**src/rtl/psimd_fpu_pkg.sv**
```systemverilog
// Shared definitions for the PSIMD FP issue sequencer.
// Contents:
//   - functional-unit encodings as carried on in_ena / wb_unit
//   - NUM_UNITS, the width of the one-hot unit_start vector
//   - state_t, the sequencer state type
//   - max_int, used to size the shared latency/timeout counter
package psimd_fpu_pkg;

    localparam int NUM_UNITS = 9;

    localparam logic [3:0] ENC_NONE   = 4'd0;
    localparam logic [3:0] ENC_ADDSUB = 4'd1;
    localparam logic [3:0] ENC_MUL    = 4'd2;
    localparam logic [3:0] ENC_DIV    = 4'd3;
    localparam logic [3:0] ENC_SQRT   = 4'd4;
    localparam logic [3:0] ENC_SGNJ   = 4'd5;
    localparam logic [3:0] ENC_MINMAX = 4'd6;
    localparam logic [3:0] ENC_I2F    = 4'd7;
    localparam logic [3:0] ENC_F2I    = 4'd8;
    localparam logic [3:0] ENC_FMA    = 4'd9;

    typedef enum logic [1:0] {
        IDLE = 2'd0,
        EXEC = 2'd1,
        WB   = 2'd2
    } state_t;

    function automatic int max_int(input int a, input int b);
        return (a > b) ? a : b;
    endfunction

endpackage

```
**src/rtl/psimd_fpu_lat_lut.sv**
```systemverilog
// Combinational decode of a unit encoding.
// Ports:
//   enc      in   unit encoding (0 none, 1..9 functional units)
//   legal    out  encoding names a real unit (1..9)
//   is_iter  out  unit is iterative (div/sqrt) and completes on a done input
//   lat      out  counter load value: fixed latency for pipelined units,
//                 DIV_TIMEOUT for iterative units (wait budget)
//   onehot   out  start vector, bit enc-1 set for a legal encoding
module psimd_fpu_lat_lut
    import psimd_fpu_pkg::*;
#(
    parameter int ADD_LAT     = 3,
    parameter int MUL_LAT     = 3,
    parameter int FMA_LAT     = 5,
    parameter int MISC_LAT    = 1,
    parameter int DIV_TIMEOUT = 64,
    parameter int CNT_W       = 7
) (
    input  logic [3:0]           enc,
    output logic                 legal,
    output logic                 is_iter,
    output logic [CNT_W-1:0]     lat,
    output logic [NUM_UNITS-1:0] onehot
);

    always_comb begin
        // NOTE: every output gets a default before the case so no path
        // leaves one unassigned, which would infer a latch.
        legal   = 1'b1;
        is_iter = 1'b0;
        lat     = '0;
        onehot  = '0;
        case (enc)
            ENC_ADDSUB: lat = CNT_W'(ADD_LAT);
            ENC_MUL:    lat = CNT_W'(MUL_LAT);
            ENC_FMA:    lat = CNT_W'(FMA_LAT);
            ENC_SGNJ, ENC_MINMAX, ENC_I2F, ENC_F2I:
                        lat = CNT_W'(MISC_LAT);
            ENC_DIV, ENC_SQRT: begin
                is_iter = 1'b1;
                lat     = CNT_W'(DIV_TIMEOUT);
            end
            default:    legal = 1'b0;
        endcase
        if (legal) begin
            onehot = NUM_UNITS'(1) << (enc - 4'd1);
        end
    end

endmodule

```
**src/rtl/psimd_fpu_issue_ctrl.sv**
```systemverilog
// Single-issue sequencer between the PSIMD FP decoder and the FP units.
// Ports:
//   clk, rst_n                  clock, asynchronous active-low reset
//   in_valid/in_ready           decoded-op handshake
//   in_ena, in_op, in_sel1,
//   in_sel2, in_rm, in_rd,
//   in_wr_en                    decoded op fields
//   unit_start                  one-hot start pulse, bit k-1 for encoding k
//   op_q, sel1_q, sel2_q, rm_q  latched controls to the datapath
//   div_done, sqrt_done         completion of the iterative units
//   wb_valid/wb_ready           writeback handshake, wb_rd/wb_unit held
//   retire                      pulse when an op completes
//   err_illegal, err_timeout    error pulses
module psimd_fpu_issue_ctrl
    import psimd_fpu_pkg::*;
#(
    parameter int ADD_LAT     = 3,
    parameter int MUL_LAT     = 3,
    parameter int FMA_LAT     = 5,
    parameter int MISC_LAT    = 1,
    parameter int DIV_TIMEOUT = 64
) (
    input  logic                 clk,
    input  logic                 rst_n,
    input  logic                 in_valid,
    output logic                 in_ready,
    input  logic [3:0]           in_ena,
    input  logic                 in_op,
    input  logic [1:0]           in_sel1,
    input  logic [2:0]           in_sel2,
    input  logic [2:0]           in_rm,
    input  logic [4:0]           in_rd,
    input  logic                 in_wr_en,
    output logic [NUM_UNITS-1:0] unit_start,
    output logic                 op_q,
    output logic [1:0]           sel1_q,
    output logic [2:0]           sel2_q,
    output logic [2:0]           rm_q,
    input  logic                 div_done,
    input  logic                 sqrt_done,
    output logic                 wb_valid,
    input  logic                 wb_ready,
    output logic [4:0]           wb_rd,
    output logic [3:0]           wb_unit,
    output logic                 retire,
    output logic                 err_illegal,
    output logic                 err_timeout
);

    // One counter serves both the fixed latency and the div/sqrt wait
    // budget, so it is sized for the largest of them.
    localparam int MAX_CNT = max_int(max_int(max_int(ADD_LAT, MUL_LAT),
                                             max_int(FMA_LAT, MISC_LAT)),
                                     DIV_TIMEOUT);
    localparam int CNT_W = $clog2(MAX_CNT + 1);

    state_t                 state_q;
    logic [3:0]             enc_q;
    logic [4:0]             rd_q;
    logic                   wr_en_q;
    logic                   iter_q;
    logic [CNT_W-1:0]       cnt_q;

    logic                   lut_legal;
    logic                   lut_iter;
    logic [CNT_W-1:0]       lut_lat;
    logic [NUM_UNITS-1:0]   lut_onehot;
    logic                   done_match;
    logic                   cnt_last;

    psimd_fpu_lat_lut #(
        .ADD_LAT     (ADD_LAT),
        .MUL_LAT     (MUL_LAT),
        .FMA_LAT     (FMA_LAT),
        .MISC_LAT    (MISC_LAT),
        .DIV_TIMEOUT (DIV_TIMEOUT),
        .CNT_W       (CNT_W)
    ) u_lat_lut (
        .enc     (in_ena),
        .legal   (lut_legal),
        .is_iter (lut_iter),
        .lat     (lut_lat),
        .onehot  (lut_onehot)
    );

    assign done_match = (enc_q == ENC_DIV) ? div_done : sqrt_done;
    assign cnt_last   = (cnt_q == CNT_W'(1));

    // in_ready is held low while reset is asserted so that every output
    // reads 0 during reset, even though the state is already IDLE.
    assign in_ready    = (state_q == IDLE) && rst_n;
    assign wb_valid    = (state_q == WB) && wr_en_q;
    assign retire      = (state_q == WB) && (!wr_en_q || wb_ready);
    assign err_timeout = (state_q == EXEC) && iter_q && !done_match && cnt_last;
    assign wb_rd       = rd_q;
    assign wb_unit     = enc_q;

    always_ff @(posedge clk or negedge rst_n) begin
        if (!rst_n) begin
            state_q     <= IDLE;
            enc_q       <= ENC_NONE;
            rd_q        <= '0;
            wr_en_q     <= 1'b0;
            iter_q      <= 1'b0;
            cnt_q       <= '0;
            op_q        <= 1'b0;
            sel1_q      <= '0;
            sel2_q      <= '0;
            rm_q        <= '0;
            unit_start  <= '0;
            err_illegal <= 1'b0;
        end else begin
            // NOTE: non-blocking assignments throughout; every register
            // samples pre-edge values, so statement order here is irrelevant.
            unit_start  <= '0;
            err_illegal <= 1'b0;
            case (state_q)
                IDLE: begin
                    if (in_valid) begin
                        if (!lut_legal) begin
                            err_illegal <= 1'b1;
                        end else begin
                            enc_q      <= in_ena;
                            rd_q       <= in_rd;
                            wr_en_q    <= in_wr_en;
                            iter_q     <= lut_iter;
                            cnt_q      <= lut_lat;
                            op_q       <= in_op;
                            sel1_q     <= in_sel1;
                            sel2_q     <= in_sel2;
                            rm_q       <= in_rm;
                            unit_start <= lut_onehot;
                            state_q    <= EXEC;
                        end
                    end
                end
                EXEC: begin
                    // Iterative units: done wins over an expiring budget
                    // when both fall in the same cycle.
                    if (iter_q && done_match) begin
                        state_q <= WB;
                    end else if (cnt_last) begin
                        state_q <= iter_q ? IDLE : WB;
                    end else begin
                        cnt_q <= cnt_q - CNT_W'(1);
                    end
                end
                WB: begin
                    if (retire) begin
                        state_q <= IDLE;
                    end
                end
                default: state_q <= IDLE;
            endcase
        end
    end

endmodule

```
**config.mk**
```make
export PLATFORM = sky130hd
export DESIGN_NAME = psimd_fpu_issue_ctrl
export DESIGN_NICKNAME = d
export VERILOG_FILES = /design/src/rtl/psimd_fpu_pkg.sv /design/src/rtl/psimd_fpu_lat_lut.sv /design/src/rtl/psimd_fpu_issue_ctrl.sv
export SDC_FILE = /design/constraint.sdc
export NUM_CORES = 1
export LEC_CHECK = 0
export ABC_AREA = 1
export BUFFER_PORTS_ARGS = -buffer_cell sky130_fd_sc_hd__buf_2
export CAP_MARGIN = 10
export CORE_MARGIN = 10
export CORE_UTILIZATION = 55
export CTS_BUF_LIST = sky130_fd_sc_hd__clkbuf_8
export DETAILED_ROUTE_END_ITERATION = 8
export GPL_TIMING_DRIVEN = 1
export PLACE_DENSITY = 0.82
export SYNTH_ARGS = -nofsm -noshare
export SYNTH_HDL_FRONTEND = slang
export SYNTH_SLANG_ARGS = --single-unit
```
**constraint.sdc**
```tcl
create_clock -name clk -period 2.3 [get_ports clk]
set_input_delay 0.46 -clock clk [delete_from_list [all_inputs] [get_ports clk]]
set_output_delay 0.46 -clock clk [all_outputs]
set_load 0.01 [all_outputs]
```
==> impl_metrics.env, run 1 <==
export IMPL_status="completed"
export IMPL_cts_tree="yes"
export IMPL_overflow=0
export IMPL_top_layer="met4"
export IMPL_syn_num_nets=261
export IMPL_r2r_slack_ns=0.85
export IMPL_drv_slew=0
export IMPL_setup_tns_ns=0
export IMPL_r2r_end="wr_en_q"
export IMPL_n_antenna_cell=0
export IMPL_netlist_area_sq_um=1870
export IMPL_yosysUniqueCellTypes=26
export IMPL_layout_commonest_cell="nand2_1"
export IMPL_worst_path_largest_cell_delay_ns=0.40
export IMPL_most_common_layout_cells="nand2_1 (91), buf_2 (56), dfrtp_1 (39)"
export IMPL_worstSetupPathType="reg -> out"
export IMPL_globalplace_congestion=0.861
export IMPL_cts_hold_buf=0
export IMPL_endpoint_kind="output pin"
export IMPL_cp_common_cell="nand2_1"
export IMPL_die_h_microns=78.3
export IMPL_drive_gt1_share_pct=26.5
export IMPL_r2r_cells=6
export IMPL_postSynthCellCount=234
export IMPL_wirelength_mm=4.44
export IMPL_fmax_ghz=0.502
export IMPL_postPlaceCellArea_sq_um=2170
export IMPL_initial_core_util_pct=56.5
export IMPL_wl_per_cell_microns=13.0
export IMPL_fin_crit_ns=1.99
export IMPL_core_sq_um=3310
export IMPL_antenna_found_initial=0
export IMPL_slew_headroom_pct=68.2
export IMPL_r2r_start="state_q[0]"
export IMPL_worstMarginPinSlew_ns=0.477
export IMPL_nets=321
export IMPL_crit_arrival_ns=1.53
export IMPL_io_pins=57
export IMPL_ys_ff_latch=39
export IMPL_critPathRequiredTime_ns=1.84
export IMPL_met2_length_mm=2.00
export IMPL_cts_buffers=5
export IMPL_setup_violations_final=0
export IMPL_cp_start_kind="flop"
export IMPL_avgSynthCellArea_sq_um=7.99
export IMPL_grt_pass1_vias=1742
export IMPL_cts_sinks=39
export IMPL_vdd_drop_max_uv=698
export IMPL_cts_repair_resize_count=0
export IMPL_maxCapViolCount=0
export IMPL_final_util_pct=68.2
export IMPL_die_x_microns=78.3
export IMPL_hold_viol_final=0
export IMPL_cts_clk_slew_worst_paths_ns=0.08
export IMPL_rsz0062_at_grt="no"
export IMPL_drtIter0Drc=115
export IMPL_cp_slowest_cell="dfrtp_1"
export IMPL_cp_buffers_inverters=1
export IMPL_post_route_period_util_pct=86.6
export IMPL_grt_max_degree=40
export IMPL_wl_met3_microns=468
export IMPL_leakage_nw=1.35
export IMPL_postCtsSetupBuffers=0
export IMPL_ys_seq_area_share_pct=52.2
export IMPL_drc=0
export IMPL_vias=1653
export IMPL_antenna_left=0
export IMPL_power_density_nw_per_um2=1170
export IMPL_finalPower_mw=2.64
export IMPL_finalInstanceArea_sq_um=2260
export IMPL_cp_top_family="simple AND/OR/NAND/NOR gates"
export IMPL_die_area_sq_um=6130
export IMPL_syn2layout_area_growth_pct=20.7
export IMPL_fp_row_count=21
export IMPL_path_cells="nor2_1 > nand2_1 > nand2_1 > nand3_1 > nor4_1 > buf_2"
export IMPL_synth_warning_count=0
export IMPL_hp_class="in -> async"
export IMPL_io_buffers=56
export IMPL_path_max_fanout=3
export IMPL_grt_pass1_wl_mm=7.71
export IMPL_track_usage_pct=15.5
export IMPL_startpoint="wb_unit[3]"
export IMPL_wl_met1_mm=1.91
export IMPL_avgViaCountPerCell=4.86
export IMPL_fill_cells=306
export IMPL_fin_skew_ns=0.00688
export IMPL_cts_root_buf="clkbuf_8"
export IMPL_clk_latency_ns=0.30
export IMPL_htreeDepth=2
export IMPL_drtPass1Iterations=4
export IMPL_dpl_hpwl_mm=3.36
export IMPL_clk_path_buf_depth=2
[through the flow]
step | instances | setup WS (ns) | hold WS [ns]
final | 340 | 0.308 | 0.209
after global routing | 340 | 0.153 | 0.253
after CTS | 340 | 0.276 | 0.225
after detailed placement | 333 | 0.624 | 0.464
after global placement | 333 | 0.645 | 0.460
after floorplan | 234 | 0.700 | 0.164
[metal layers]
metal	GRT usage, %	up-vias
li1	-	836
met1	17.9	754
met2	24.3	57
met3	7.86	6
met4	5.56	0
met5	0	-
[how the worst max path moves through the flow]
stage | endpoint | slack (ns) | cells past startpoint
floorplan | err_timeout | 0.70 | 5
global placement | err_timeout | 0.65 | 6
detailed placement | err_timeout | 0.62 | 6
CTS | err_timeout | 0.28 | 6
global route | err_timeout | 0.15 | 6
finish | err_timeout | 0.31 | 6
[worst reg2reg max path, cell delays in order (launching register included)]
cell and delay (ns):
dfrtp_1 0.41, nor2_2 0.17, nand2_2 0.11, inv_2 0.11
nand2_4 0.21, inv_4 0.23, o21ai_0 0.09
[logic make-up after synthesis]
| family | after synthesis | synth area share, % |
|---|---|---|
| buf+inv | 30 | 7.56 |
| mux | 2 | 1.07 |
| xor+xnor | 2 | 0.937 |
| flops | 39 | 52.2 |
| compound gates | 7 | 1.87 |
| simple gates | 152 | 35.1 |
| fa+ha+maj | 2 | 1.34 |
[final cells by class]
type	instances	area [sq um]	area share, %
well taps	46	57.6	2.55
clock buffers	5	68.8	3.05
multi-input cells	165	753	33.4
repair buffers	57	288	12.7
flip-flops and latches	39	976	43.2
clock inverters	2	13.8	0.610
inverters	26	100	4.43
[flip-flops by register name (all words and copies together) (netlist names)]
name / count
op_q: 1
iter_q: 1
wb_unit: 4
sel2_q: 3
err_illegal: 1
rm_q: 3
cnt_q: 7
wb_rd: 5
sel1_q: 2
state_q: 2
wr_en_q: 1
unit_start: 9
[cell usage after synthesis, drive strengths merged]
master  count  area share, %
nand2      98             21
dfrtp      39             52
inv        26            5.4
nor2       26            5.6
nand3      21            5.9
o21ai       5            1.3
buf         4            2.2
nor3        3           0.80
a21oi       2           0.54
ha          2            1.3
mux2i       2            1.1
and3        1           0.33
nand4       1           0.33
nor4        1           0.33
or2         1           0.33
xnor2       1           0.47
xor2        1           0.47
[power by group]
part           internal (mW)  switching (mW)
combinational          0.422           0.697
clock                  0.207           0.237
sequential             0.920           0.162
Power figures use the tool's default switching activity.
==> run 2: changes to the inputs <==
- CAP_MARGIN: 10 -> 0
- PLACE_DENSITY: 0.82 -> 0.85
==> run 2 against run 1 <==
  * Sequential share of layout area down 0.57 points
  * Flip-flop and latch count unchanged
  * Total power up 5.6%
  * Clock skew down 0.0014 ns
  * Via count down 0.79%
  * Die area unchanged
  * First-iteration DRC count up 1.7%
  * Cell count up 0.29%
  * Critical path depth unchanged
  * Clock power up 27%
  * Global-route usage unchanged
  * Fmax down 6.9%
  * Critical path type unchanged
  * Critical endpoint unchanged
  * Largest power group unchanged
==> impl_metrics.env, run 2 (synthesis results as in run 1) <==
export IMPL_initial_core_util_pct=56.5
export IMPL_drtPass1Iterations=4
export IMPL_rsz0062_at_grt="no"
export IMPL_n_antenna_cell=0
export IMPL_cts_root_buf="clkbuf_8"
export IMPL_worst_path_largest_cell_delay_ns=0.41
export IMPL_crit_arrival_ns=1.68
export IMPL_globalplace_congestion=0.867
export IMPL_cp_common_cell="nand2_1"
export IMPL_avgViaCountPerCell=4.81
export IMPL_nets=321
export IMPL_fp_row_count=21
export IMPL_worstMarginPinSlew_ns=0.467
export IMPL_path_max_fanout=3
export IMPL_slew_headroom_pct=68.9
export IMPL_cts_tree="yes"
export IMPL_maxCapViolCount=0
export IMPL_cp_start_kind="flop"
export IMPL_track_usage_pct=15.5
export IMPL_clockPowerShare_pct=20.3
export IMPL_power_switching_mw=1.13
export IMPL_io_buffers=56
export IMPL_htreeDepth=2
export IMPL_vias=1640
export IMPL_drtIter0Drc=117
export IMPL_cts_buffers=5
export IMPL_critPathRequiredTime_ns=1.84
export IMPL_cp_top_family="simple AND/OR/NAND/NOR gates"
export IMPL_combPwrFrac_pct=40.9
export IMPL_cp_buffers_inverters=1
export IMPL_core_sq_um=3310
export IMPL_die_x_microns=78.3
export IMPL_grt_pass1_vias=1699
export IMPL_antenna_found_initial=0
export IMPL_swShare_pct=40.4
export IMPL_worstSetupPathType="reg -> out"
export IMPL_post_route_period_util_pct=93.0
export IMPL_fill_cells=293
export IMPL_cts_hold_buf=0
export IMPL_hold_viol_final=0
export IMPL_wl_per_cell_microns=13.2
export IMPL_cts_repair_resize_count=0
export IMPL_endpoint_kind="output pin"
export IMPL_drive_gt1_share_pct=26.8
export IMPL_clk_path_buf_depth=2
export IMPL_top_register="unit_start"
export IMPL_dpl_cell_count=333
export IMPL_cts_clk_slew_worst_paths_ns=0.08
export IMPL_seqPwrFrac_pct=38.9
export IMPL_final_util_pct=69.1
export IMPL_layout_commonest_cell="nand2_1"
export IMPL_status="completed"
export IMPL_grt_pass1_wl_mm=7.76
export IMPL_largest_reg_flops=9
export IMPL_overflow=0
export IMPL_postCtsSetupBuffers=0
export IMPL_hp_class="in -> async"
export IMPL_setup_violations_final=0
export IMPL_setup_tns_ns=0
export IMPL_grt_max_degree=40
export IMPL_cp_slowest_cell="dfrtp_1"
export IMPL_cts_sinks=39
export IMPL_drc=0
export IMPL_internal_power_mw=1.66
export IMPL_power_density_nw_per_um2=1220
export IMPL_fin_skew_ns=0.00549
export IMPL_io_pins=57
export IMPL_die_h_microns=78.3
export IMPL_fin_crit_ns=2.14
export IMPL_drv_slew=0
export IMPL_wirelength_mm=4.50
export IMPL_path_cells="nor2_1 > nand2_1 > nand2_1 > nand3_1 > nor4_1 > buf_2"
export IMPL_fmax_ghz=0.467
export IMPL_most_common_layout_cells="nand2_1 (91), buf_2 (56), dfrtp_1 (39)"
export IMPL_leakage_nw=1.37
export IMPL_syn2layout_area_growth_pct=22.3
export IMPL_dpl_hpwl_mm=3.40
export IMPL_clk_latency_ns=0.29
export IMPL_vdd_drop_max_uv=662
export IMPL_die_area_sq_um=6130
export IMPL_fin_cells=341
export IMPL_antenna_left=0
==> run 2: worst paths after layout <==
check                      startpoint           to  slack (ns)  cells past startpoint
max reg2reg                state_q[0]      wr_en_q        0.81                      6
min in group clk             in_rd[0]     wb_rd[0]        0.36                      3
max                        wb_unit[3]  err_timeout        0.16                      6
max in group asynchronous       rst_n   wb_unit[1]        1.75                      2
min                             rst_n     cnt_q[5]        0.22                      2
min reg2reg                      op_q         op_q        0.48                      2
==> run 2: cell type report <==
type | instances | area (sq um) | share of cell area [%]
Inverter | 26 | 100 | 4.38
Multi-Input combinational cell | 165 | 753 | 32.9
Clock buffer | 5 | 68.8 | 3.01
Tap cell | 46 | 57.6 | 2.52
Sequential cell | 39 | 976 | 42.7
Clock inverter | 3 | 43.8 | 1.91
Timing Repair Buffer | 57 | 288 | 12.6
==> run 2: worst reg2reg max path, cell delays in order (launching register included) <==
cell and delay, ns:
dfrtp_1 0.42, nor2_2 0.18, nand2_2 0.11, inv_2 0.11
nand2_4 0.22, inv_4 0.24, o21ai_0 0.11
==> run 2: per-layer routing <==
| layer | part of all wire (%) | routed length (microns) | global-route usage, % | vias up |
|---|---|---|---|---|
| met2 | 46 | 2080 | 24.6 | 49 |
| met4 | 1.6 | 71 | 5.38 | 0 |
| li1 | - | - | - | 834 |
| met5 | 0 | 0 | 0 | - |
| met3 | 9.1 | 408 | 7.29 | 9 |
| met1 | 43 | 1940 | 18.0 | 748 |
==> run 2: through the flow <==
step | hold WS [ns] | instance area, sq um | setup WS, ns | total power, mW
2_1_floorplan | 0.164 | 1870 | 0.700 | 1.85
3_3_place_gp | 0.461 | 2170 | 0.624 | 2.18
3_5_place_dp | 0.463 | 2170 | 0.571 | 2.22
4_1_cts | 0.236 | 2290 | 0.244 | 2.80
5_1_grt | 0.254 | 2290 | 0.0919 | 3.02
6_report | 0.216 | 2290 | 0.161 | 2.79
==> run 2: power by group through the flow <==
stage	combinational [mW]	sequential (mW)	clock, mW
after floorplan	0.706	1.14	0
after global placement	1.10	1.08	0
after detailed placement	1.14	1.09	0
after CTS	1.15	1.08	0.568
after global routing	1.30	1.12	0.601
final	1.14	1.08	0.566
==> run 3: changes to the inputs <==
--- a/config.mk
+++ b/config.mk
@@ -15,4 +15,5 @@
 export GPL_TIMING_DRIVEN = 1
 export PLACE_DENSITY = 0.85
+export REMOVE_ABC_BUFFERS = 1
 export SYNTH_ARGS = -nofsm -noshare
 export SYNTH_HDL_FRONTEND = slang
==> constraint.sdc (replaced) <==
create_clock -name clk -period 2.3 [get_ports clk]
set_input_delay 0.46 -clock clk [delete_from_list [all_inputs] [get_ports clk]]
set_output_delay 0.46 -clock clk [all_outputs]
set_load 0.02 [all_outputs]
==> run 3 against run 2 <==
  * Routed wire length is 5.7% lower
  * Worst setup slack improved by 0.20 ns
  * Flip-flop and latch count is the same
  * Cell count fell by 0.29%
  * Core utilization down 0.91 points
  * Fmax rose by 11%
==> impl_metrics.env, run 3 (synthesis results as in run 1) <==
export IMPL_io_buffers=56
export IMPL_path_max_fanout=3
export IMPL_status="completed"
export IMPL_setup_tns_ns=0
export IMPL_worstMarginPinSlew_ns=0.471
export IMPL_core_sq_um=3310
export IMPL_antenna_left=0
export IMPL_grt_max_degree=40
export IMPL_clk_path_buf_depth=2
export IMPL_crit_arrival_ns=1.48
export IMPL_power_density_nw_per_um2=1220
export IMPL_most_common_layout_cells="nand2_1 (91), buf_2 (56), dfrtp_1 (39)"
export IMPL_track_usage_pct=14.6
export IMPL_die_area_sq_um=6130
export IMPL_cp_start_kind="flop"
export IMPL_largest_reg_flops=9
export IMPL_syn2layout_area_growth_pct=20.7
export IMPL_setup_violations_final=0
export IMPL_nets=321
export IMPL_fp_row_count=21
export IMPL_initial_core_util_pct=56.5
export IMPL_busiest_layer="met2"
export IMPL_hp_class="in -> async"
export IMPL_cts_tree="yes"
export IMPL_vdd_drop_max_uv=764
export IMPL_fmax_ghz=0.517
export IMPL_post_route_period_util_pct=84.2
export IMPL_wirelength_mm=4.24
export IMPL_leakage_nw=1.35
export IMPL_globalplace_congestion=0.866
export IMPL_slew_headroom_pct=68.6
export IMPL_cts_sinks=39
export IMPL_cts_buffers=5
export IMPL_maxCapViolCount=0
export IMPL_postPlaceCellArea_sq_um=2170
export IMPL_fin_crit_ns=1.94
export IMPL_n_antenna_cell=0
export IMPL_layout_commonest_cell="nand2_1"
export IMPL_cts_root_buf="clkbuf_8"
export IMPL_dpl_hpwl_mm=3.27
export IMPL_postCtsSetupBuffers=0
export IMPL_grt_pass1_vias=1633
export IMPL_clk_latency_ns=0.29
export IMPL_drtPass1Iterations=4
export IMPL_drc=0
export IMPL_cts_repair_resize_count=0
export IMPL_cp_common_cell="nand2_1"
export IMPL_vias=1633
export IMPL_antenna_found_initial=0
export IMPL_cts_clk_slew_worst_paths_ns=0.07
export IMPL_top_register="unit_start"
export IMPL_drive_gt1_share_pct=26.5
export IMPL_htreeDepth=2
export IMPL_drv_slew=0
export IMPL_met1_usage_pct=18.5
export IMPL_overflow=0
export IMPL_grt_util_met3_pct=7.74
export IMPL_grt_pass1_wl_mm=7.31
export IMPL_die_h_microns=78.3
export IMPL_fin_skew_ns=0.00238
export IMPL_rsz0062_at_grt="no"
export IMPL_cts_hold_buf=0
export IMPL_met2_usage_pct=20.6
export IMPL_worstSetupPathType="reg -> out"
export IMPL_finalPower_mw=2.75
export IMPL_cp_slowest_cell="dfrtp_1"
export IMPL_finalInstanceArea_sq_um=2260
export IMPL_drtIter0Drc=123
export IMPL_holdWs_ns=0.244
export IMPL_die_x_microns=78.3
export IMPL_hold_viol_final=0
export IMPL_avgViaCountPerCell=4.80
export IMPL_endpoint_kind="output pin"
export IMPL_worst_path_largest_cell_delay_ns=0.39
export IMPL_io_pins=57
export IMPL_final_util_pct=68.2
export IMPL_wl_per_cell_microns=12.5
export IMPL_path_cells="nor2_1 > nand2_1 > nand2_1 > nand3_1 > nor4_1 > buf_2"
export IMPL_critPathRequiredTime_ns=1.84
==> run 3: cell count changes in the layout (fill, tap and decap cells not counted) <==
cell	previous run	this run
bufinv_16	1	0
==> run 3: power breakdown <==
part | internal (mW) | switching, mW | leakage, nW | total [mW]
Sequential | 0.920 | 0.156 | 0.506 | 1.08
Combinational | 0.422 | 0.819 | 0.801 | 1.24
Clock | 0.207 | 0.230 | 0.0440 | 0.437
Total | 1.55 | 1.21 | 1.35 | 2.75
==> run 3: metal layers <==
metal	share of wire, %	wire length [microns]	vias to the layer above
li1	-	-	837
met1	47	2000	735
met5	0	0	-
met4	1.4	60	0
met2	42	1770	55
met3	9.8	415	6
==> run 3: path summary, 6_finish.rpt <==
check | startpoint | to | slack (ns) | cells past startpoint
worst min-delay path | rst_n | cnt_q[5] | 0.24 | 2
min in group clk | in_sel1[0] | sel1_q[0] | 0.36 | 3
max in group asynchronous | rst_n | unit_start[1] | 1.73 | 2
worst max-delay path | wb_unit[3] | err_timeout | 0.36 | 6
worst min register to register | wb_rd[0] | wb_rd[0] | 0.48 | 2
worst max register to register | state_q[0] | wr_en_q | 0.80 | 7
==> run 3: per-stage QoR <==
stage,worst slack [ns],instances
3_5_place_dp,0.599,333
3_3_place_gp,0.646,333
2_1_floorplan,0.368,230
5_1_grt,0.131,340
4_1_cts,0.343,340
6_report,0.364,340
==> run 3: cell type report <==
type                    count  area [sq um]
inverters                  26           100
flip-flops and latches     39           976
clock inverters             2          13.8
well taps                  46          57.6
fillers                   298          1050
multi-input cells         165           753
clock buffers               5          68.8
repair buffers             57           288
==> run 3: critical path, delay by kind of cell, from the launching register on <==
family	cells	cell delay, ns
flops	1	0.39
buf+inv	1	0.21
simple gates	5	0.59
